<file path="src/rtl/if_prefetch.sv">
// Instruction-fetch stage: serially loadable instruction memory, fetch PC running ahead of
// decode, and a FIFO prefetch queue that decode drains one word per cycle.
module if_prefetch #(
    parameter int unsigned PC_SIZE            = 32,
    parameter int unsigned WORD_SIZE_IN_BYTES = 4,
    parameter int unsigned MEM_SIZE_IN_WORDS  = 64,
    parameter int unsigned QUEUE_DEPTH        = 4
) (
    input  logic                           i_clk,
    input  logic                           i_reset,
    input  logic                           i_start,
    input  logic                           i_halt,
    input  logic                           i_enable,
    input  logic                           i_stall,
    input  logic                           i_write_mem,
    input  logic [PC_SIZE-1:0]             i_instruction,
    input  logic                           i_next_pc_src,
    input  logic [PC_SIZE-1:0]             i_next_not_seq_pc,
    output logic                           o_full_mem,
    output logic                           o_empty_mem,
    output logic                           o_valid,
    output logic [PC_SIZE-1:0]             o_instruction,
    output logic [PC_SIZE-1:0]             o_next_seq_pc,
    output logic [$clog2(QUEUE_DEPTH):0]   o_queue_count
);

    localparam int unsigned MemAw = (MEM_SIZE_IN_WORDS > 1) ? $clog2(MEM_SIZE_IN_WORDS) : 1;
    localparam int unsigned PtrW  = $clog2(MEM_SIZE_IN_WORDS + 1);
    localparam int unsigned QAw   = $clog2(QUEUE_DEPTH);
    localparam int unsigned CntW  = QAw + 1;

    typedef enum logic [1:0] {StIdle, StRun, StHalted} state_t;

    state_t               r_state, w_state_next;
    logic [PtrW-1:0]      r_load_ptr, w_load_ptr_next;
    logic                 r_write_prev;
    logic [PC_SIZE-1:0]   r_fpc, w_fpc_next;
    logic [QAw-1:0]       r_head, w_head_next;
    logic [QAw-1:0]       r_tail, w_tail_next;
    logic [CntW-1:0]      r_count, w_count_next;
    logic                 r_valid, w_valid_next;
    logic [PC_SIZE-1:0]   r_instr, w_instr_next;
    logic [PC_SIZE-1:0]   r_nspc, w_nspc_next;

    logic [PC_SIZE-1:0]   r_mem  [MEM_SIZE_IN_WORDS];
    logic [PC_SIZE-1:0]   r_q_word [QUEUE_DEPTH];
    logic [PC_SIZE-1:0]   r_q_pc   [QUEUE_DEPTH];

    logic                 w_restart;
    logic                 w_active;
    logic                 w_load;
    logic                 w_mem_full;
    logic                 w_q_full;
    logic                 w_q_empty;
    logic                 w_push;
    logic                 w_pop;
    logic                 w_redirect;
    logic [PC_SIZE-1:0]   w_fetch_idx;
    logic                 w_idx_ok;

    assign w_mem_full  = (r_load_ptr == PtrW'(MEM_SIZE_IN_WORDS));
    assign w_q_full    = (r_count == CntW'(QUEUE_DEPTH));
    assign w_q_empty   = (r_count == '0);
    assign w_fetch_idx = r_fpc / PC_SIZE'(WORD_SIZE_IN_BYTES);
    assign w_idx_ok    = (w_fetch_idx < PC_SIZE'(MEM_SIZE_IN_WORDS));

    // Loading is edge-triggered on i_write_mem so a held level writes a single word.
    assign w_load = !i_reset && (r_state == StIdle) && i_write_mem && !r_write_prev
                    && !w_mem_full;

    always_comb begin
        w_state_next = r_state;
        w_restart    = 1'b0;
        w_active     = 1'b0;
        if (i_enable) begin
            unique case (r_state)
                StIdle, StHalted: begin
                    if (i_start && !i_halt) begin
                        w_state_next = StRun;
                        w_restart    = 1'b1;
                    end
                end
                StRun: begin
                    if (i_halt) begin
                        w_state_next = StHalted;
                    end else if (i_start) begin
                        w_restart = 1'b1;
                    end else begin
                        w_active = 1'b1;
                    end
                end
                default: w_state_next = StIdle;
            endcase
        end
    end

    assign w_redirect = w_active && i_next_pc_src;
    assign w_push     = w_active && !i_next_pc_src && !w_q_full && w_idx_ok;
    assign w_pop      = w_active && !i_next_pc_src && !i_stall && !w_q_empty;

    always_comb begin
        w_load_ptr_next = r_load_ptr;
        w_fpc_next      = r_fpc;
        w_head_next     = r_head;
        w_tail_next     = r_tail;
        w_count_next    = r_count;
        w_valid_next    = r_valid;
        w_instr_next    = r_instr;
        w_nspc_next     = r_nspc;

        if (w_load) begin
            w_load_ptr_next = r_load_ptr + PtrW'(1);
        end

        if (w_restart) begin
            w_fpc_next   = '0;
            w_head_next  = '0;
            w_tail_next  = '0;
            w_count_next = '0;
        end else if (w_redirect) begin
            w_fpc_next   = i_next_not_seq_pc;
            w_head_next  = '0;
            w_tail_next  = '0;
            w_count_next = '0;
            w_valid_next = 1'b0;
            w_instr_next = '0;
        end else if (w_active) begin
            if (w_push) begin
                w_tail_next = r_tail + QAw'(1);
                w_fpc_next  = r_fpc + PC_SIZE'(WORD_SIZE_IN_BYTES);
            end
            if (w_pop) begin
                w_head_next  = r_head + QAw'(1);
                w_valid_next = 1'b1;
                w_instr_next = r_q_word[r_head];
                w_nspc_next  = r_q_pc[r_head] + PC_SIZE'(WORD_SIZE_IN_BYTES);
            end else if (!i_stall) begin
                // Bubble: issue a NOP but keep the last sequential PC.
                w_valid_next = 1'b0;
                w_instr_next = '0;
            end
            w_count_next = r_count + CntW'(w_push) - CntW'(w_pop);
        end
    end

    always_ff @(posedge i_clk) begin
        if (i_reset) begin
            r_state      <= StIdle;
            r_load_ptr   <= '0;
            r_write_prev <= 1'b0;
            r_fpc        <= '0;
            r_head       <= '0;
            r_tail       <= '0;
            r_count      <= '0;
            r_valid      <= 1'b0;
            r_instr      <= '0;
            r_nspc       <= '0;
        end else begin
            r_state      <= w_state_next;
            r_load_ptr   <= w_load_ptr_next;
            r_write_prev <= i_write_mem;
            r_fpc        <= w_fpc_next;
            r_head       <= w_head_next;
            r_tail       <= w_tail_next;
            r_count      <= w_count_next;
            r_valid      <= w_valid_next;
            r_instr      <= w_instr_next;
            r_nspc       <= w_nspc_next;
        end
    end

    // Storage arrays carry no reset; program contents survive i_reset.
    always_ff @(posedge i_clk) begin
        if (w_load) begin
            r_mem[r_load_ptr[MemAw-1:0]] <= i_instruction;
        end
    end

    always_ff @(posedge i_clk) begin
        if (w_push) begin
            r_q_word[r_tail] <= r_mem[w_fetch_idx[MemAw-1:0]];
            r_q_pc[r_tail]   <= r_fpc;
        end
    end

    assign o_full_mem    = w_mem_full;
    assign o_empty_mem   = (r_load_ptr == '0);
    assign o_valid       = r_valid;
    assign o_instruction = r_instr;
    assign o_next_seq_pc = r_nspc;
    assign o_queue_count = r_count;

endmodule

</file>
<file path="config.mk">
export PLATFORM = sky130hd
export DESIGN_NAME = if_prefetch
export DESIGN_NICKNAME = d
export VERILOG_FILES = /design/src/rtl/if_prefetch.sv
export SDC_FILE = /design/constraint.sdc
export NUM_CORES = 2
export LEC_CHECK = 0
export ABC_AREA = 1
export BUFFER_PORTS_ARGS = -buffer_cell sky130_fd_sc_hd__buf_2
export CAP_MARGIN = 10
export CORE_ASPECT_RATIO = 2
export CORE_MARGIN = 2
export CORE_UTILIZATION = 27
export DETAILED_ROUTE_END_ITERATION = 8
export GPL_TIMING_DRIVEN = 0
export SYNTH_ARGS = -nofsm -noshare
export SYNTH_HDL_FRONTEND = slang
export SYNTH_SLANG_ARGS = --single-unit
</file>
<file path="constraint.sdc">
create_clock -name i_clk -period 8.53 [get_ports i_clk]
set_clock_uncertainty 0.2 [all_clocks]
set_input_delay 1.2795 -clock i_clk [delete_from_list [all_inputs] [get_ports i_clk]]
set_output_delay 1.2795 -clock i_clk [all_outputs]
set_load 0.03 [all_outputs]
</file>
==> results by group <==
Outcome
  • Run status: complete, no violations

Detailed routing
  • Drt wl/cell: 31.65 um
  • Vias: a little under 70,000
  • Post-route ant nets: 0
  • # DRC: 0
  • Vias/cell: 5.305
  • Total iterations of the first detailed-routing run: 8
  • Initial DRC Count: 8,186
  • Final WL: 415,500 um

CTS
  • Hold Buf Count CTS: 0
  • Clock Latency Late Sink: 0.94 ns
  • Post-CTS setup buffers: 0
  • Root Driver: clkbuf_16
  • Max H-tree Level: 4
  • TritonCTS Buffers: 197
  • Clock buffer depth: 4
  • CTS tree: built
  • Sink Count: 2,426
  • Clock transition at path regs: ~0.07 ns
  • Number of gates resized after CTS: 0

Worst setup path
  • Crit path max-delay family: simple AND/OR/NAND/NOR gates
  • CP arrival: between 5 and 6 ns
  • WS Path Type: in -> reg
  • Startpoint Class: input pin
  • CP Capture Type: flip-flop
  • Cell Chain, Critical Path: clkbuf_1, inv_2, nand3_1, nor3_1, nand2_1, nor2_2, nand2_1, inv_1, nand2_1, nor3_2, buf_6, buf_6
  • CP Buf/Inv Count: 5
  • Critical Path Source: i_reset
  • R2R setup slack: ~3.4 ns
  • Reg-to-Reg End: r_q_word[0][15]
  • Slowest-stage cell, CP: nor3_2
  • Crit-path most repeated cell: nand2_1
  • Required @ worst endpoint: 8.87 ns
  • Slowest stage delay, CP: 0.92 ns
  • Worst-path maximum fanout: 9
  • Register-to-Register Path Depth: 11

Finish
  • Highest-count cells in the layout ignoring fill and taps: 2,304 x edfxtp_1, 1,230 x nor2_1, 1,139 x o21ai_0
  • Most common cell after layout, fill and taps aside: edfxtp_1
  • Area Growth Syn to Fin: 17.41%
  • Fraction of final layout cells sized beyond drive strength 1: 10.54%
  • Fin util: 31.84%
  • Fillers: roughly 35,000
  • Post-Layout Cell Count: 13,130
  • Area of the multi-input gates: 0.02217 sq mm
  • Register area: 0.07163 sq mm
  • Nets: 8,369

Global route
  • Vias in the first global route: between 60,000 and 70,000
  • Largest net degree at the start of global routing: 65
  • GRT Overall Usage: 22.35%
  • Initial antenna violation count: 40
  • First-pass GRT wire length: roughly 550,000 um
  • Grt ovf: 0

Placed design
  • Post-placement setup slack: 2.438 ns
  • Hpwl dp: around 300,000 um
  • Placed insts: 12,740
  • Routability Congestion: 1.083
  • Port bufs: 140

Floorplan
  • Die Wd: 425.7 um
  • Core region area: 0.3541 sq mm
  • I/O pin total: between 100 and 150
  • Die height: approximately 850 um
  • Row Count: 309
  • Die area: 0.3608 sq mm
  • Initial Utilization: 27.12%

STA
  • Fin crit period: 5.374 ns
  • RSZ-0062 raised after global routing: false
  • Max Clock Freq: 186.1 MHz
  • Fin worst setup slack: 3.156 ns
  • Final hold vios: 0
  • Slew Viols, Final: 0
  • Final Setup Violations: 0
  • Final cycle utilization of the critical path: 63.01%
  • Slew headroom: between 1 and 1.5%
  • Worst Tran Pin Value: around 1.5 ns
  • Hold WS: 0.2611 ns

Synth
  • Ys async rst share: 0%
  • Largest cells by area after synthesis: edfxtp_1 72%, o21ai_0 5.9%, nor2_1 5.1%
  • Top_reg_cell synth: edfxtp_1
  • Synth Net Count: 7,873
  • Number of flops mapped to enable cells by yosys: 2,304
  • Post-Syn Instances: 7,790
  • Synth cell types: 41
  • Synth area leader: edfxtp_1
  • Syn Area/Cell: 12.33 sq um
  • Top-area cell type share of the netlist area: 72.04%
  • Seq/Total Area, Yosys: roughly three quarters
  • FF+latch count, synth: 2,426
  • Cell Area, Synth: slightly below 0.1 sq mm
  • Yosys Warn Count: 0

Power and ir drop
  • Leakage: 37.40 nW
  • P per Cell Area: 207.7 mW/mm^2
  • Max rail drop VDD: ~0.18 mV
  • Overall power: 23.42 mW

Worst hold path
  • Hold path cells: 2
  • Hold WC Path Type: reg -> reg
  • Hold path start: o_instruction[5]
  • Hold Crit Endpoint: o_instruction[5]

Job
  • Max cap viols: 0
==> layout make-up <==
class	count	share of cell area (%)
Sequential cell	2426	63.53
Antenna cell	21	0.04661
Multi-Input combinational cell	4740	19.67
Timing Repair Buffer	297	3.530
Tap cell	4665	5.177
Buffer	523	2.087
Inverter	101	0.3429
Clock buffer	233	4.556
Clock inverter	122	1.066
==> cells in the mapped netlist, types with 6 or more instances <==
cell	instances
buf_4	30
nand2_1	1080
buf_6	7
buf_2	153
inv_2	6
inv_1	92
nor2_2	9
o22ai_1	544
o21ai_0	1139
nand2_2	8
edfxtp_1	2304
nor3_1	14
buf_1	34
and2_1	25
clkbuf_1	297
nor2_1	1294
xor2_1	6
a21oi_1	88
ha_1	10
nand3_1	495
dfxtp_1	122
==> layer usage <==
| layer | vias up | routed length [um] | global-route usage [%] |
|---|---|---|---|
| met2 | 4444 | 209100 | 39.82 |
| li1 | 29240 | - | - |
| met5 | - | 138 | 0 |
| met1 | 34330 | 118900 | 20.26 |
| met3 | 1605 | 33230 | 4.400 |
| met4 | 20 | 54140 | 23.73 |
==> worst min-delay path: cells and delay by family (launching register included) <==
family	cells	cell delay (ns)
AOI/OAI and AO/OA	1	0.05
and+or+nand+nor	1	0.06
DFF	1	0.31
==> logic make-up after synthesis <==
group | Yosys count | synth area share [%]
AOI/OAI and AO/OA | 1780 | 10.00
xor gates and xnor gates | 10 | 0.09120
adders and majority gates | 11 | 0.1511
buffers and inverters | 624 | 2.847
DFF | 2426 | 74.59
and+or+nand+nor | 2939 | 12.32
==> sequential cells by signal, summed over array words and instances (netlist names), named ones only <==
signal / flops
r_mem: 2048
r_q_pc: 128
r_q_word: 128
o_instruction: 32
o_next_seq_pc: 32
r_fpc: 32
r_load_ptr: 7
o_queue_count: 3
r_head: 2
r_state: 2
r_tail: 2
o_valid: 1
r_write_prev: 1
==> power breakdown <==
group / total, mW / internal [mW] / switching (mW)
clock network: 9.44 / 4.94 / 4.49
logic: 0.945 / 0.182 / 0.762
registers: 13.0 / 13.0 / 0.00728
total: 23.4 / 18.2 / 5.26
==> how the worst max path moves through the flow <==
stage / end / slack, ns / cells past startpoint
6_report: r_mem[55][20] / 3.16 / 12
5_1_grt: r_mem[55][20] / 3.05 / 12
4_1_cts: r_mem[48][26] / 3.28 / 10
3_5_place_dp: r_mem[48][12] / 2.44 / 10
3_3_place_gp: r_mem[63][20] / -3.91 / 8
2_1_floorplan: r_q_pc[0][0] / 3.20 / 6
==> per-stage QoR <==
stage	setup TNS, ns	instance area (sq um)
floorplan	0	96040
global placement	-866.98	102600
detailed placement	0	106200
CTS	0	112500
global route	0	112700
finish	0	112800
Note: power is estimated with default switching activity, not from simulation.
